$ cat config.mk
export PLATFORM = sky130hd
export DESIGN_NAME = fetch_sequencer
export DESIGN_NICKNAME = d
export VERILOG_FILES = /design/src/rtl/fetch_sequencer.sv
export SDC_FILE = /design/constraint.sdc
export NUM_CORES = 1
export LEC_CHECK = 0
export CAP_MARGIN = 20
export CORE_MARGIN = 5
export CORE_UTILIZATION = 35
export DETAILED_ROUTE_END_ITERATION = 8
export GPL_TIMING_DRIVEN = 0
export PLACE_DENSITY = 0.69
export SLEW_MARGIN = 15
export SYNTH_ARGS = -nofsm -noshare
export SYNTH_HDL_FRONTEND = slang
export SYNTH_SLANG_ARGS = --single-unit
export TNS_END_PERCENT = 20
$ cat constraint.sdc
create_clock -name clk -period 8.4 [get_ports clk]
set_input_delay 0.84 -clock clk [delete_from_list [all_inputs] [get_ports clk]]
set_output_delay 0.84 -clock clk [all_outputs]
set_load 0.005 [all_outputs]
$ cat src/rtl/fetch_sequencer.sv
// Instruction-fetch controller: owns the PC, drives the combinational
// instruction memory address and captures the returned word into the IF
// register. Handles start/halt/stall/redirect and traps bad fetch addresses.
module fetch_sequencer #(
  parameter logic [31:0] RESET_PC   = 32'd0,
  parameter int unsigned IMEM_BYTES = 256
) (
  input  logic        clk,
  input  logic        reset,
  input  logic        start,
  input  logic        stall,
  input  logic        redirect,
  input  logic [31:0] redirect_pc,
  input  logic        halt_req,
  output logic [31:0] imem_addr,
  input  logic [31:0] imem_rd,
  output logic [31:0] instr,
  output logic [31:0] instr_pc,
  output logic        instr_valid,
  output logic        fault,
  output logic [1:0]  state
);

  typedef enum logic [1:0] {
    IDLE  = 2'b00,
    FETCH = 2'b01,
    HALT  = 2'b10,
    FAULT = 2'b11
  } state_t;

  localparam logic [31:0] LIMIT = 32'(IMEM_BYTES);

  state_t      cur, nxt;
  logic [31:0] pc, pc_n;
  logic [31:0] instr_n, instr_pc_n;
  logic        valid_n, fault_n;
  logic        redirect_bad;

  assign imem_addr    = pc;
  assign state        = cur;
  assign redirect_bad = (redirect_pc[1:0] != 2'b00) || (redirect_pc >= LIMIT);

  // State and IF-register update; reset takes effect without a clock edge.
  always_ff @(posedge clk or posedge reset) begin
    if (reset) begin
      cur         <= IDLE;
      pc          <= RESET_PC;
      instr       <= '0;
      instr_pc    <= '0;
      instr_valid <= 1'b0;
      fault       <= 1'b0;
    end else begin
      cur         <= nxt;
      pc          <= pc_n;
      instr       <= instr_n;
      instr_pc    <= instr_pc_n;
      instr_valid <= valid_n;
      fault       <= fault_n;
    end
  end

  // Next-state and datapath selection: halt > redirect > stall > range > fetch.
  always_comb begin
    nxt        = cur;
    pc_n       = pc;
    instr_n    = instr;
    instr_pc_n = instr_pc;
    valid_n    = instr_valid;
    fault_n    = fault;
    case (cur)
      IDLE: begin
        valid_n = 1'b0;
        if (start) nxt = FETCH;
      end
      FETCH: begin
        if (halt_req) begin
          nxt     = HALT;
          valid_n = 1'b0;
        end else if (redirect) begin
          valid_n = 1'b0;
          if (redirect_bad) begin
            nxt     = FAULT;
            fault_n = 1'b1;
          end else begin
            pc_n = redirect_pc;
          end
        end else if (stall) begin
          // hold everything
        end else if (pc >= LIMIT) begin
          nxt     = FAULT;
          fault_n = 1'b1;
          valid_n = 1'b0;
        end else begin
          instr_n    = imem_rd;
          instr_pc_n = pc;
          valid_n    = 1'b1;
          pc_n       = pc + 32'd4;
        end
      end
      HALT: begin
        valid_n = 1'b0;
        if (start) nxt = FETCH;
      end
      FAULT: begin
        valid_n = 1'b0;
        fault_n = 1'b1;
      end
      default: begin
        nxt = IDLE;
      end
    endcase
  end

endmodule

# After elaboration in Yosys (flattened, before gate mapping)
# Index checks and enable logic that the tools add are counted.
# word_totals
regBits,100
latch_bits,0
ramBits,0
rom_bits,0
in_bits,70
output_inout_bits,100
word_cells,60
n_memories,0
# classes
addsub,1
multipliers,0
div_mod_pow,0
order_cmp,2
n_eq_ne,14
shift,0
n_mux,22
bitwise_logic,4
reduce_logical,11
# op_table
cell,n
2-to-1 mux 32 bit,4
>= comparator 32 x 9 -> 1 bit (second input constant),2
adder 32 x 3 -> 32 bit (second input constant),1
AND reduction 5 bit,4
2-to-1 mux 2 bit,6
!= test 4 bit (second input constant),3
2-to-1 mux 1 bit,9
!= test 3 bit (second input constant),3
!= test 2 bit (second input constant),3
nonzero test 2 bit,3
equality test 2 bit (second input constant),2
!= test 2 x 1 -> 1 bit (second input constant),2
inverter 1 bit,4
case mux 1 bit (2 select lines),2
case mux 2 bit (2 select lines),1
OR reduction 3 bit,1
equality test 2 x 1 -> 1 bit (second input constant),1
zero test 2 bit,1
OR reduction 2 bit,1
logical OR 1 bit,1

# Longest topological paths before layout
# logic_depth
depth_word,6
mapped_depth,7

# Worst setup path after synthesis
# No wires, ideal clock.
# synth_timing
path_type,input to register
from,in redirect
to,reg instr[10]
setup_ps,125
arrival_ps,2323
required_time_ps,8275
setup_slack_ps,5952
stages,6
n_path_buf,2
cell_sequence,buf_4 > nor4_1 > nand4_1 > nor3_4 > buf_6 > mux2_2
# synth_between
elab_chain_len,2
# synth_lines
element,line,text
"start, declared",12,"input logic redirect,"
inverter 1 bit (no line),-,
AND reduction 5 bit (no line),-,
"end signal, assigned",55,instr <= instr_n;
"end, declared",17,"output logic [31:0] instr,"
# Every way passes these cells.
# A chain may end at the register's enable or synchronous reset.

# Final worst setup path
# layout_timing
from,in halt_req
to,reg instr[16]
# layout_between
elab_chain_len,2
# layout_lines
element,line,text
"start, declared",14,"input logic halt_req,"
inverter 1 bit (no line),-,
AND reduction 5 bit (no line),-,
# Every way passes these cells.

==> key figures <==
CTS
  • Clk sinks: 100
  • CTS resizes: 0
  • CTS tree: yes
  • H-tree depth: 3
  • Clock Tree Buf Depth: 2
  • Num CTS Buffers: 9
  • Post-CTS setup buffers: 0
  • CTS Hold Bufs: 0
  • Clk Latency, worst-skew pair: 350 ps
  • Root buffer cell: clkbuf_8
  • Clock transition at path regs: 90 ps

Global route
  • All-Layer GR Usage: 14.8%
  • Initial antenna violation count: 0
  • Global-route wire length before repair: 15.6 mm
  • Total global routing overflow: 0
  • Largest net degree at the start of global routing: 65
  • Vias in the first global route: 3123

Routing
  • Final wirelength: 9.65 mm
  • DRT antenna net count: 0
  • Via count: 2880
  • DR vias/cell: 4.75
  • Post-DR wirelength/cell: 15.9 um
  • First-pass iteration count of the detailed router: 4
  • First-iteration detailed-routing DRC count: 98
  • DRC viols: 0

Worst hold path
  • Hold Path Class: flop to flop

STA
  • Final hold slack: 489 ps
  • Final setup vio count: 0
  • Final count of pins violating max slew: 0
  • Final Hold Vio Count: 0
  • Setup Skew: 19.6 ps
  • RSZ-0062 raised after global routing: false
  • Post-route clock period utilization: 33.5%
  • Final min period: 2820 ps
  • Final setup TNS: 0 ps
  • Maximum clock rate: 355 MHz
  • Slew margin rel.: 57.7%
  • Worst Max-Slew Pin Slew: 633 ps

Critical path
  • Setup crit end kind: flop
  • Startpoint Class: input pin
  • Largest stage delay, worst path: 540 ps
  • CP Cell Sequence: clkdlybuf4s50_1 -> nor3b_1 -> nand2b_1 -> nor3_4 -> buf_6 -> mux2_1
  • Crit path required time: 8630 ps
  • Critical path arrival: 3040 ps
  • Critical path's slowest cell: nor3_4
  • WS Path Type: input pin to flop
  • CP max FO: 10

Final layout
  • Core Util, Final: 55.1%
  • Antenna cells: 0
  • Layout cells sized above 1: 8.58%
  • Nets: 533
  • Area grow syn2layout: 54.3%

Logic synthesis
  • Fraction of registers with async set/reset: 100%
  • Most area-consuming cells after synthesis: dfrtp_1 65%, mux2_1 8.7%, and2_1 4.0%, nor2b_1 3.9%, mux2_2 2.9%
  • Leading area contributor after synthesis: dfrtp_1
  • Ys flop type: dfrtp_1
  • Post-Syn Area: 0.00387 mm^2
  • Top cell type's share of synthesized area: 64.6%
  • Syn Inst Count: 281
  • Number of enable flip-flop cells after synthesis: 0
  • Number of synthesized register bits: 100
  • Seq/Total Area, Yosys: 64.6%
  • Synth Area per Inst: 13.8 um^2
  • Syn_nets: 353
  • Synth unique cells: 41
  • Syn. warnings: 0

Power and ir drop
  • VDD IR-drop max: 0.0000901 V
  • Power Total: 0.859 mW
  • Leakage power: 2.77 nW
  • Pwr Density: 144 mW/mm^2

Outcome
  • Status: complete, no violations

Place
  • Port bufs: 168
  • Post-DP HPWL: 7.38 mm
  • Final GP Congestion: 0.789

Floorplanning
  • Core ar.: 0.0108 mm^2
  • Io pins: 170
  • Die width: 115 um
  • Initial Utilization: 35.7%
  • Die H: 115 um
  • FP Rows: 38
  • Die Area: 0.0133 mm^2

Run
  • Max cap viols: 0
-- layout make-up --
class                      count  area (um^2)
buffer                         9         71.3
tap                          140          175
fill                         959         4860
timing repair buffer         169         1710
clock inverter                 5         83.8
inverter                      11         46.3
clock buffer                  11          131
multi-input combinational    161         1260
sequential                   100         2500
-- kinds of logic (layout without fill, tap and decap cells) --
kind of cell / after synthesis / after routing / share of synthesized area [%]
and+or+nand+nor: 87 / 87 / 14.0
muxes: 43 / 43 / 12.4
adders and majority gates: 2 / 2 / 0.646
buffers and inverters: 20 / 205 / 2.91
DFF: 100 / 100 / 64.6
AOI/OAI and AO/OA: 29 / 29 / 5.46
-- path summary, 6_finish.rpt --
check	start	endpoint	slack [ps]	cells past startpoint
min in group asynchronous	reset	instr[11]	830	2
hold / removal	instr_pc[1]	instr_pc[1]	490	1
setup reg to reg	imem_addr[9]	instr[16]	5970	5
max in group asynchronous	reset	imem_addr[8]	6950	3
hold reg to reg	instr_pc[1]	instr_pc[1]	490	1
setup / recovery	halt_req	instr[16]	5580	6
-- critical path, delay by kind of cell --
kind                   cells  cell delay, ps
muxes                      1             330
and+or+nand+nor            3            1170
buffers and inverters      2             700
-- report_power, final --
part,total [mW],switching [mW],internal (mW),leakage [nW]
clock,0.330,0.160,0.169,0.100
combinational,0.0487,0.0177,0.0311,1.31
sequential,0.481,0.00000207,0.481,1.35
-- sequential cells by signal, summed over array words and instances (netlist names) --
register,count
fault,1
imem_addr,32
instr,32
instr_pc,32
instr_valid,1
state,2
-- layout by cell type, fill, tap and decap left out, types with 5 or more instances in the layout --
cell type	instances
inv_1	9
clkbuf_8	9
a21oi_1	5
nor4_1	11
mux2_2	10
clkdlybuf4s50_1	168
o21ai_0	6
nand3_1	6
nor2b_1	24
dfrtp_1	100
and2_1	25
nor2_1	6
mux2_1	30
-- metal layers --
| metal | vias up | routed length, um | GRT usage (%) |
|---|---|---|---|
| met5 | - | 0 | 0 |
| met2 | 105 | 4650 | 24.2 |
| met3 | 8 | 593 | 3.32 |
| met1 | 1424 | 4260 | 19.3 |
| li1 | 1343 | - | - |
| met4 | 0 | 141 | 5.40 |
-- stage by stage --
step	setup slack, ps	cells	area (um^2)
floorplan	4940	281	3870
global placement	3510	589	5730
detailed placement	5170	590	5760
CTS	5580	606	5980
global route	5350	606	5980
finish	5580	606	5980
-- cells in the mapped netlist (all sizes together), types with 4 or more instances --
master	number
a21oi	5
and2	25
buf	8
dfrtp	100
inv	10
mux2	40
nand3	6
nor2	7
nor2b	24
nor3	4
nor4	11
o21ai	7
No activity file was read; power rests on OpenSTA's default activity.
